`src/rtl/hazard_forward_unit.sv`:
```
// -----------------------------------------------------------------------------
// hazard_forward_unit
//
// Purpose
//   Operand forwarding and load-use hazard detection for an in-order pipeline.
//   The unit keeps a shadow copy of the instructions that sit behind decode
//   (stage 0 = EX, stage 1 = MEM, stage DEPTH-1 = WB). For every decode
//   source port it finds the youngest in-flight writer of that register and
//   either forwards its result or, for a load still in EX, requests a stall.
//
// Parameters
//   DATA_W  datapath width
//   REG_AW  register-address width
//   NUM_RD  number of decode source read ports
//   DEPTH   tracked stages after decode, legal range 2..8
//
// Ports
//   CLK         rising-edge clock
//   nRST        asynchronous active-low reset
//   id_valid    decode-stage instruction valid
//   id_rsel     source register per port, port p at [p*REG_AW +: REG_AW]
//   id_wen      decode instruction writes a register
//   id_load     decode instruction is a load
//   id_wsel     decode destination register
//   ex_result   stage-0 ALU result for the current cycle
//   mem_rdata   stage-1 load data for the current cycle
//   stall_in    external pipeline freeze (highest priority, nothing shifts)
//   flush       squash the decode instruction (a bubble enters stage 0)
//   fwd_data    forwarded operand per port, port p at [p*DATA_W +: DATA_W]
//   fwd_en      port p is using fwd_data
//   hz_stall    load-use hazard; decode must hold
//   stall_cnt   (HAZARD_FWD_STATS_EN only) saturating count of cycles in
//               which hz_stall=1 and stall_in=0
//
// Configuration
//   Define HAZARD_FWD_STATS_EN to add the stall_cnt output and its counter.
//   Without it the port and the counter do not exist.
// -----------------------------------------------------------------------------
module hazard_forward_unit #(
  parameter int DATA_W = 32,
  parameter int REG_AW = 5,
  parameter int NUM_RD = 2,
  parameter int DEPTH  = 3
) (
  input  logic                       CLK,
  input  logic                       nRST,
  input  logic                       id_valid,
  input  logic [NUM_RD*REG_AW-1:0]   id_rsel,
  input  logic                       id_wen,
  input  logic                       id_load,
  input  logic [REG_AW-1:0]          id_wsel,
  input  logic [DATA_W-1:0]          ex_result,
  input  logic [DATA_W-1:0]          mem_rdata,
  input  logic                       stall_in,
  input  logic                       flush,
  output logic [NUM_RD*DATA_W-1:0]   fwd_data,
  output logic [NUM_RD-1:0]          fwd_en,
  output logic                       hz_stall
`ifdef HAZARD_FWD_STATS_EN
  ,
  output logic [15:0]                stall_cnt
`endif
);

  localparam int SIDX_W = (DEPTH > 1) ? $clog2(DEPTH) : 1;

  // One shadow-pipeline slot.
  typedef struct packed {
    logic              valid;
    logic              wen;
    logic              load;
    logic [REG_AW-1:0] wsel;
    logic [DATA_W-1:0] data;
  } entry_t;

  entry_t            stage_q  [DEPTH];
  entry_t            stage_d  [DEPTH];

  // Per-port winner of the priority search.
  logic [NUM_RD-1:0] port_hit;
  logic [SIDX_W-1:0] port_win [NUM_RD];
  entry_t            win_e    [NUM_RD];
  logic [NUM_RD-1:0] port_hz;
  logic [DATA_W-1:0] port_val [NUM_RD];

  logic              fill;

  // An entry supplies a port when it is a live register writer of the same,
  // non-zero register. Register 0 is hard-wired and never forwarded.
  function automatic logic entry_match(input entry_t e, input logic [REG_AW-1:0] rsel);
    return e.valid && e.wen && (e.wsel == rsel) && (rsel != '0);
  endfunction

  // ---------------------------------------------------------------------------
  // Priority search: scan from oldest to youngest so the youngest match is the
  // last one written and therefore wins.
  // ---------------------------------------------------------------------------
  always_comb begin
    // NOTE: every variable assigned in a combinational block gets a default
    // first; a path that skips an assignment would otherwise infer a latch.
    for (int p = 0; p < NUM_RD; p++) begin
      port_hit[p] = 1'b0;
      port_win[p] = '0;
      win_e[p]    = '0;
      for (int s = DEPTH - 1; s >= 0; s--) begin
        if (entry_match(stage_q[s], id_rsel[p*REG_AW +: REG_AW])) begin
          port_hit[p] = 1'b1;
          port_win[p] = SIDX_W'(s);
          win_e[p]    = stage_q[s];
        end
      end
    end
  end

  // ---------------------------------------------------------------------------
  // Source selection and hazard detection.
  //   stage 0 ALU op : result is only on ex_result this cycle
  //   stage 1 load   : result is only on mem_rdata this cycle
  //   stage 0 load   : data not available yet -> stall decode
  //   anything else  : value already captured in the shadow entry
  // ---------------------------------------------------------------------------
  always_comb begin
    hz_stall = 1'b0;
    fwd_en   = '0;
    fwd_data = '0;
    for (int p = 0; p < NUM_RD; p++) begin
      port_hz[p]  = port_hit[p] && (port_win[p] == '0) && win_e[p].load && id_valid;
      port_val[p] = win_e[p].data;
      if ((port_win[p] == '0) && !win_e[p].load) begin
        port_val[p] = ex_result;
      end else if ((port_win[p] == SIDX_W'(1)) && win_e[p].load) begin
        port_val[p] = mem_rdata;
      end

      if (port_hit[p] && !port_hz[p]) begin
        fwd_en[p]                      = 1'b1;
        fwd_data[p*DATA_W +: DATA_W]   = port_val[p];
      end
      if (port_hz[p]) begin
        hz_stall = 1'b1;
      end
    end
  end

  // ---------------------------------------------------------------------------
  // Next shadow-pipeline contents for an advancing cycle. A load-use hazard or
  // a flush both turn the decode slot into a bubble.
  // ---------------------------------------------------------------------------
  assign fill = id_valid && !hz_stall && !flush;

  always_comb begin
    stage_d[0] = '0;
    if (fill) begin
      stage_d[0].valid = 1'b1;
      stage_d[0].wen   = id_wen;
      stage_d[0].load  = id_load;
      stage_d[0].wsel  = id_wsel;
    end

    for (int i = 1; i < DEPTH; i++) begin
      stage_d[i] = stage_q[i-1];
      // Results only live on the bus for one cycle, so latch them as the
      // producing instruction leaves the stage that generates them.
      if ((i == 1) && !stage_q[0].load) begin
        stage_d[i].data = ex_result;
      end
      if ((i == 2) && stage_q[1].load) begin
        stage_d[i].data = mem_rdata;
      end
    end
  end

  // ---------------------------------------------------------------------------
  // Shadow-pipeline registers. stall_in freezes every entry, which also makes
  // it dominate a simultaneous flush.
  // ---------------------------------------------------------------------------
  always_ff @(posedge CLK or negedge nRST) begin
    // NOTE: the entry array is reset as a whole, data included, so a
    // stale value can never be forwarded right after reset.
    if (!nRST) begin
      for (int i = 0; i < DEPTH; i++) begin
        stage_q[i] <= '0;
      end
    end else if (!stall_in) begin
      // NOTE: sequential state uses non-blocking assignments so every entry
      // shifts from the values held before the edge.
      for (int i = 0; i < DEPTH; i++) begin
        stage_q[i] <= stage_d[i];
      end
    end
  end

`ifdef HAZARD_FWD_STATS_EN
  // Cycles actually lost to load-use hazards; frozen cycles are not counted.
  always_ff @(posedge CLK or negedge nRST) begin
    if (!nRST) begin
      stall_cnt <= '0;
    end else if (hz_stall && !stall_in && (stall_cnt != 16'hFFFF)) begin
      stall_cnt <= stall_cnt + 16'd1;
    end
  end
`endif

endmodule

```
`config.mk`:
```
export PLATFORM = sky130hd
export DESIGN_NAME = hazard_forward_unit
export DESIGN_NICKNAME = d
export VERILOG_FILES = /design/src/rtl/hazard_forward_unit.sv
export SDC_FILE = /design/constraint.sdc
export NUM_CORES = 1
export LEC_CHECK = 0
export CAP_MARGIN = 20
export CORE_UTILIZATION = 53
export DETAILED_ROUTE_END_ITERATION = 7
export PLACE_DENSITY = 0.93
export SLEW_MARGIN = 5
export SYNTH_ARGS = -nofsm -noshare
export SYNTH_HDL_FRONTEND = slang
export SYNTH_SLANG_ARGS = --single-unit
```
`constraint.sdc`:
```
create_clock -name CLK -period 5.48 [get_ports CLK]
set_clock_uncertainty 0.15 [all_clocks]
set_input_delay 0.822 -clock CLK [delete_from_list [all_inputs] [get_ports CLK]]
set_output_delay 0.822 -clock CLK [all_outputs]
set_load 0.03 [all_outputs]
```
# Word-level counts from Yosys, hierarchy flattened

Cells that the tools add are included.

Add/subtract/negate cells: 0
$mul: 0
Divide/modulo/power cells: 0
$lt $le $gt $ge: 0
Eq/ne operators: 8
Shift operators: 0
Multiplexer cells: 31
Bitwise gates (word level): 0
Reduce and logical (&&, ||, !) cells: 39

Operators with widths:

| cell                                                | count |
|---|---|
| two-way mux 32 bit                                  | 8 |
| two-way mux 38 bit                                  | 6 |
| equality test 5 bit                                 | 6 |
| logical AND 1 bit                                   | 29 |
| two-way mux 2 bit                                   | 6 |
| two-way mux 1 bit                                   | 10 |
| nonzero test 5 bit                                  | 2 |
| two-way mux 8 bit                                   | 1 |
| zero test 1 bit                                     | 6 |
| equality test 2 x 1 -> 1 bit, second input constant | 2 |
| zero test 2 bit                                     | 2 |

Bits in registers: 88
Latch bits: 0
Bits in writable memories: 0
ROM bits: 0
Bits of input ports: 86
Output and inout bits: 67
Word-level logic and storage cells: 92
Memories: 0

# Longest topological paths before layout

Depth after elaboration: 16
Mapped depth: 8
Gate-level depth less buffers: 5

# Worst setup path after synthesis

Ideal clock, no wire load.

Kind: input to output
Start: in id_rsel[2]
End: out fwd_data[2]
Arrival: 2.557 ns
Data required time: 4.508 ns
Slack: 1.951 ns
Stages: 7
Buffers on the path: 2
Path through: or4_1 > nor2_2 > or4_1 > buf_4 > buf_4 > nand3_1 > a22oi_1

Longest elaborated chain between the ends: 13
Elaborated cells on any way between the ends: 32
Those cells by class: 4 x eq/ne; 12 x mux; 16 x reduce/logical

Ends and longest elaborated chain:

| item                           | RTL line | text |
|---|---|---|
| start, declared                | 48       | `input logic [NUM_RD*REG_AW-1:0] id_rsel,` |
| equality test 5 bit            | 91       | `return e.valid && e.wen && (e.wsel == rsel) && (rsel != '0);` |
| logical AND 1 bit (2 in a row) | 91       |  |
| two-way mux 2 bit (3 in a row) | 106      | `if (entry_match(stage_q[s], id_rsel[p*REG_AW +: REG_AW])) begin` |
| zero test 2 bit                | 127, 129 |  |
| logical AND 1 bit (3 in a row) | 127      | `port_hz[p] = port_hit[p] && (port_win[p] == '0) && win_e[p].load && id_valid;` |
| zero test 1 bit                | 135      | `if (port_hit[p] && !port_hz[p]) begin` |
| logical AND 1 bit              | 135      |  |
| two-way mux 32 bit (*)         | 135      |  |
| end, declared                  | 56       | `output logic [NUM_RD*DATA_W-1:0] fwd_data,` |

Every way passes the cells marked *; elsewhere a longest branch is shown, timed or not.

# Final worst setup path

Start: in id_rsel[3]
End: out fwd_data[0]

Same word-level chain as after synthesis.

==> qor.csv <==
stage,metric,value,unit
drt,post-detailed-route wirelength per cell,19.5,um
power_and_ir_drop,clock network power share,28.5,%
drt,DR iter-0 viols,385,
global_routing,GRT Util Overall,30.0,%
yosys,"FF+latch count, synth",87,
power_and_ir_drop,switch share,29.2,%
cts,CTS tree,yes,
timing,RSZ-0062 raised after global routing,false,
floorplanning,chip height,107,um
global_routing,antenna violations before repair,0,
floorplanning,Core Region,10500,um2
cells_and_area,antenna cells,0,
worst_setup_path,CP max FO,26,
cts,CTS resizes,0,
cells_and_area,share of cells above drive strength 1,16.6,%
global_routing,pin count of the biggest net entering global routing,88,
power_and_ir_drop,total chip power,1530,uW
placement,# port buffers,152,
power_and_ir_drop,leakage power,0.00312,uW
drt,overall routed net length,16800,um
drt,post-route ant nets,0,
cts,"CTS clk-pin slew, worst paths",0.09,ns
yosys,Ys Warns,0,
power_and_ir_drop,Int Pwr,1090,uW
placement,Placer Congestion,0.912,
min_path,HP Class,in2async,
cts,cts bufs inserted,9,
power_and_ir_drop,worst-case vdd ir drop,0.115,mV
global_routing,grt ovf,0,
timing,final setup fails,0,
yosys,Avg Inst Size Synth,9.77,um2
worst_setup_path,r2r worst-path depth,6,
power_and_ir_drop,cell area power density,202,nW/um2
run,Max Cap Viol,0,
timing,setup ws final,0.385,ns
cts,H-tree depth,3,
drt,Residual DRC,0,
worst_setup_path,CP arrival,4.12,ns
global_routing,vias in the first global route,5513,
timing,Max Freq,0.196,GHz
timing,final worst-path cycle share,93.0,%
timing,Max Slew Vio Count,0,
drt,DR vias,5334,
placement,worst slack at placement,0.416,ns
timing,Setup TNS,0,ns
yosys,top cell type's share of synthesized area,37.6,%
floorplanning,Die Wd,107,um
timing,clock period minus worst slack,5.09,ns
power_and_ir_drop,Comb pwr share,19.6,%
worst_setup_path,critical path class,in2out,
cts,worst skew pair latency,0.36,ns
floorplanning,Initial Util,55.4,%
timing,Max-slew headroom,29.4,%
cts,"Hold-fix buffers, CTS",0,
outcome,status,"complete, no violations",
timing,Least-Margin Pin Slew,1.06,ns
cts,clk root buf,clkbuf_8,
floorplanning,I/O Pins,153,
yosys,Synth area leader,dfrtp_1,
cts,Clock Path Buffers,2,
yosys,synthesized instance count,593,
placement,DP HPWL,11300,um
floorplanning,Die Area,11300,um2
worst_setup_path,CP required,4.51,ns
yosys,Unique masters post-synth,36,
power_and_ir_drop,part of the power in registers,51.9,%
yosys,Post-Syn Area,5790,um2
timing,endpoints failing hold,0,
cts,# clock sinks,87,
drt,Avg Vias per Cell,6.22,
power_and_ir_drop,net load switching power,448,uW
global_routing,first-pass GRT wire length,27000,um
worst_setup_path,crit end category,output port,
floorplanning,FP Rows,37,
yosys,post-synthesis sequential area ratio,37.6,%
cts,Post-CTS Setup Repair Bufs,0,
worst_setup_path,Worst setup SP type,primary input,
yosys,syn nets,679,
yosys,ranking of synthesized cells by area,"dfrtp_1, mux2_2, a22oi_1, mux2i_1, nand3_1",
cells_and_area,Area growth syn-to-layout,31.1,%
drt,Initial DRT Pass Iterations,7,
cells_and_area,final layout net count,803,
-- power by group through the flow --
stage	Clock (uW)	Combinational [uW]	Sequential, uW
4_1_cts	441	298	794
5_1_grt	467	327	806
3_3_place_gp	0	281	800
2_1_floorplan	0	185	776
3_5_place_dp	0	297	806
6_report	437	300	797
-- state kept, by name (all words and copies together), names as in the netlist --
register / cells
stage_d: 16
stage_q: 71
-- synth_stat cells --
cell type,number
nor3_1,4
inv_1,17
xnor2_1,26
nand2b_1,32
nor2_2,1
xor2_1,4
nand3_1,57
a22oi_1,54
nand4_1,6
clkbuf_1,27
buf_1,10
o211a_1,1
dfrtp_1,87
buf_6,3
o21ai_0,32
nor3b_1,1
buf_2,10
a21oi_1,30
nand3_2,9
o21ba_1,24
mux2_2,45
or4_4,1
nor4_2,4
or4_1,3
nand2_1,34
a32o_1,7
buf_12,1
a31oi_1,2
nor2_4,1
o21ba_2,10
buf_8,1
buf_4,3
a22oi_2,10
mux2i_1,34
o21ai_2,1
a22o_1,1
-- layout make-up --
| type | instances | area (um2) |
|---|---|---|
| multi-input cells | 434 | 3320 |
| fillers | 784 | 2870 |
| flip-flops and latches | 87 | 2180 |
| repair buffers | 168 | 1670 |
| well taps | 136 | 170 |
| clock buffers | 13 | 169 |
| inverters | 17 | 63.8 |
| clock inverters | 3 | 26.3 |
-- routing by layer --
layer | global-route usage (%) | part of all wire (%) | vias up
li1 | - | - | 2406
met5 | 0 | 0 | -
met4 | 13.9 | 2.1 | 0
met3 | 4.41 | 6.9 | 31
met1 | 37.0 | 39 | 2634
met2 | 51.7 | 52 | 263
-- worst max-delay path, cell delays in order --
cell and delay, ns:
clkdlybuf4s50_1 0.58, or4_1 0.18, nor2_2 0.08, or4_2 1.02, buf_12 0.29, o21ba_1 0.20, a22oi_1 0.22, clkdlybuf4s50_1 0.72
-- cells in the final DEF, fill, tap and decap left out, types with 9 or more instances in the layout --
| master | n |
|---|---|
| nand3_2 | 9 |
| dfrtp_1 | 86 |
| buf_4 | 16 |
| nand3_1 | 57 |
| a22oi_2 | 10 |
| a22oi_1 | 54 |
| mux2_2 | 45 |
| nand2_1 | 34 |
| clkbuf_8 | 12 |
| o21ba_1 | 24 |
| mux2i_1 | 34 |
| nand2b_1 | 32 |
| o21ba_2 | 10 |
| xnor2_1 | 26 |
| o21ai_0 | 32 |
| clkdlybuf4s50_1 | 150 |
| inv_1 | 17 |
| a21oi_1 | 30 |
-- cells by family after synthesis --
| family | after synthesis | share of synthesized area, % |
|---|---|---|
| AO/OA/AOI/OAI | 172 | 22.3 |
| XOR/XNOR | 30 | 4.54 |
| buffers and inverters | 72 | 5.94 |
| flip-flops | 87 | 37.6 |
| multiplexers | 79 | 14.6 |
| AND/OR/NAND/NOR | 153 | 15.0 |
-- final timing paths --
check,from,endpoint,slack (ns)
max,id_rsel[3],fwd_data[0],0.39
min,nRST,stage_d[76],0.17
max reg2reg,stage_d[74],stage_d[78],3.22
min reg2reg,stage_q[50],stage_q[50],0.34
max in group asynchronous,nRST,stage_q[47],4.39
min in group CLK,stage_q[50],stage_q[50],0.34
-- metrics by stage --
| stage | hold slack (ns) | cells | cell area (um2) | util (%) |
|---|---|---|---|---|
| finish | 0.172 | 858 | 7590 | 72.6 |
| global placement | 0.308 | 841 | 7370 | 70.5 |
| global route | 0.170 | 858 | 7590 | 72.6 |
| CTS | 0.340 | 857 | 7570 | 72.3 |
| detailed placement | 0.320 | 841 | 7370 | 70.5 |
| floorplan | 0.296 | 593 | 5790 | - |
(Power assumes the default switching activity.)
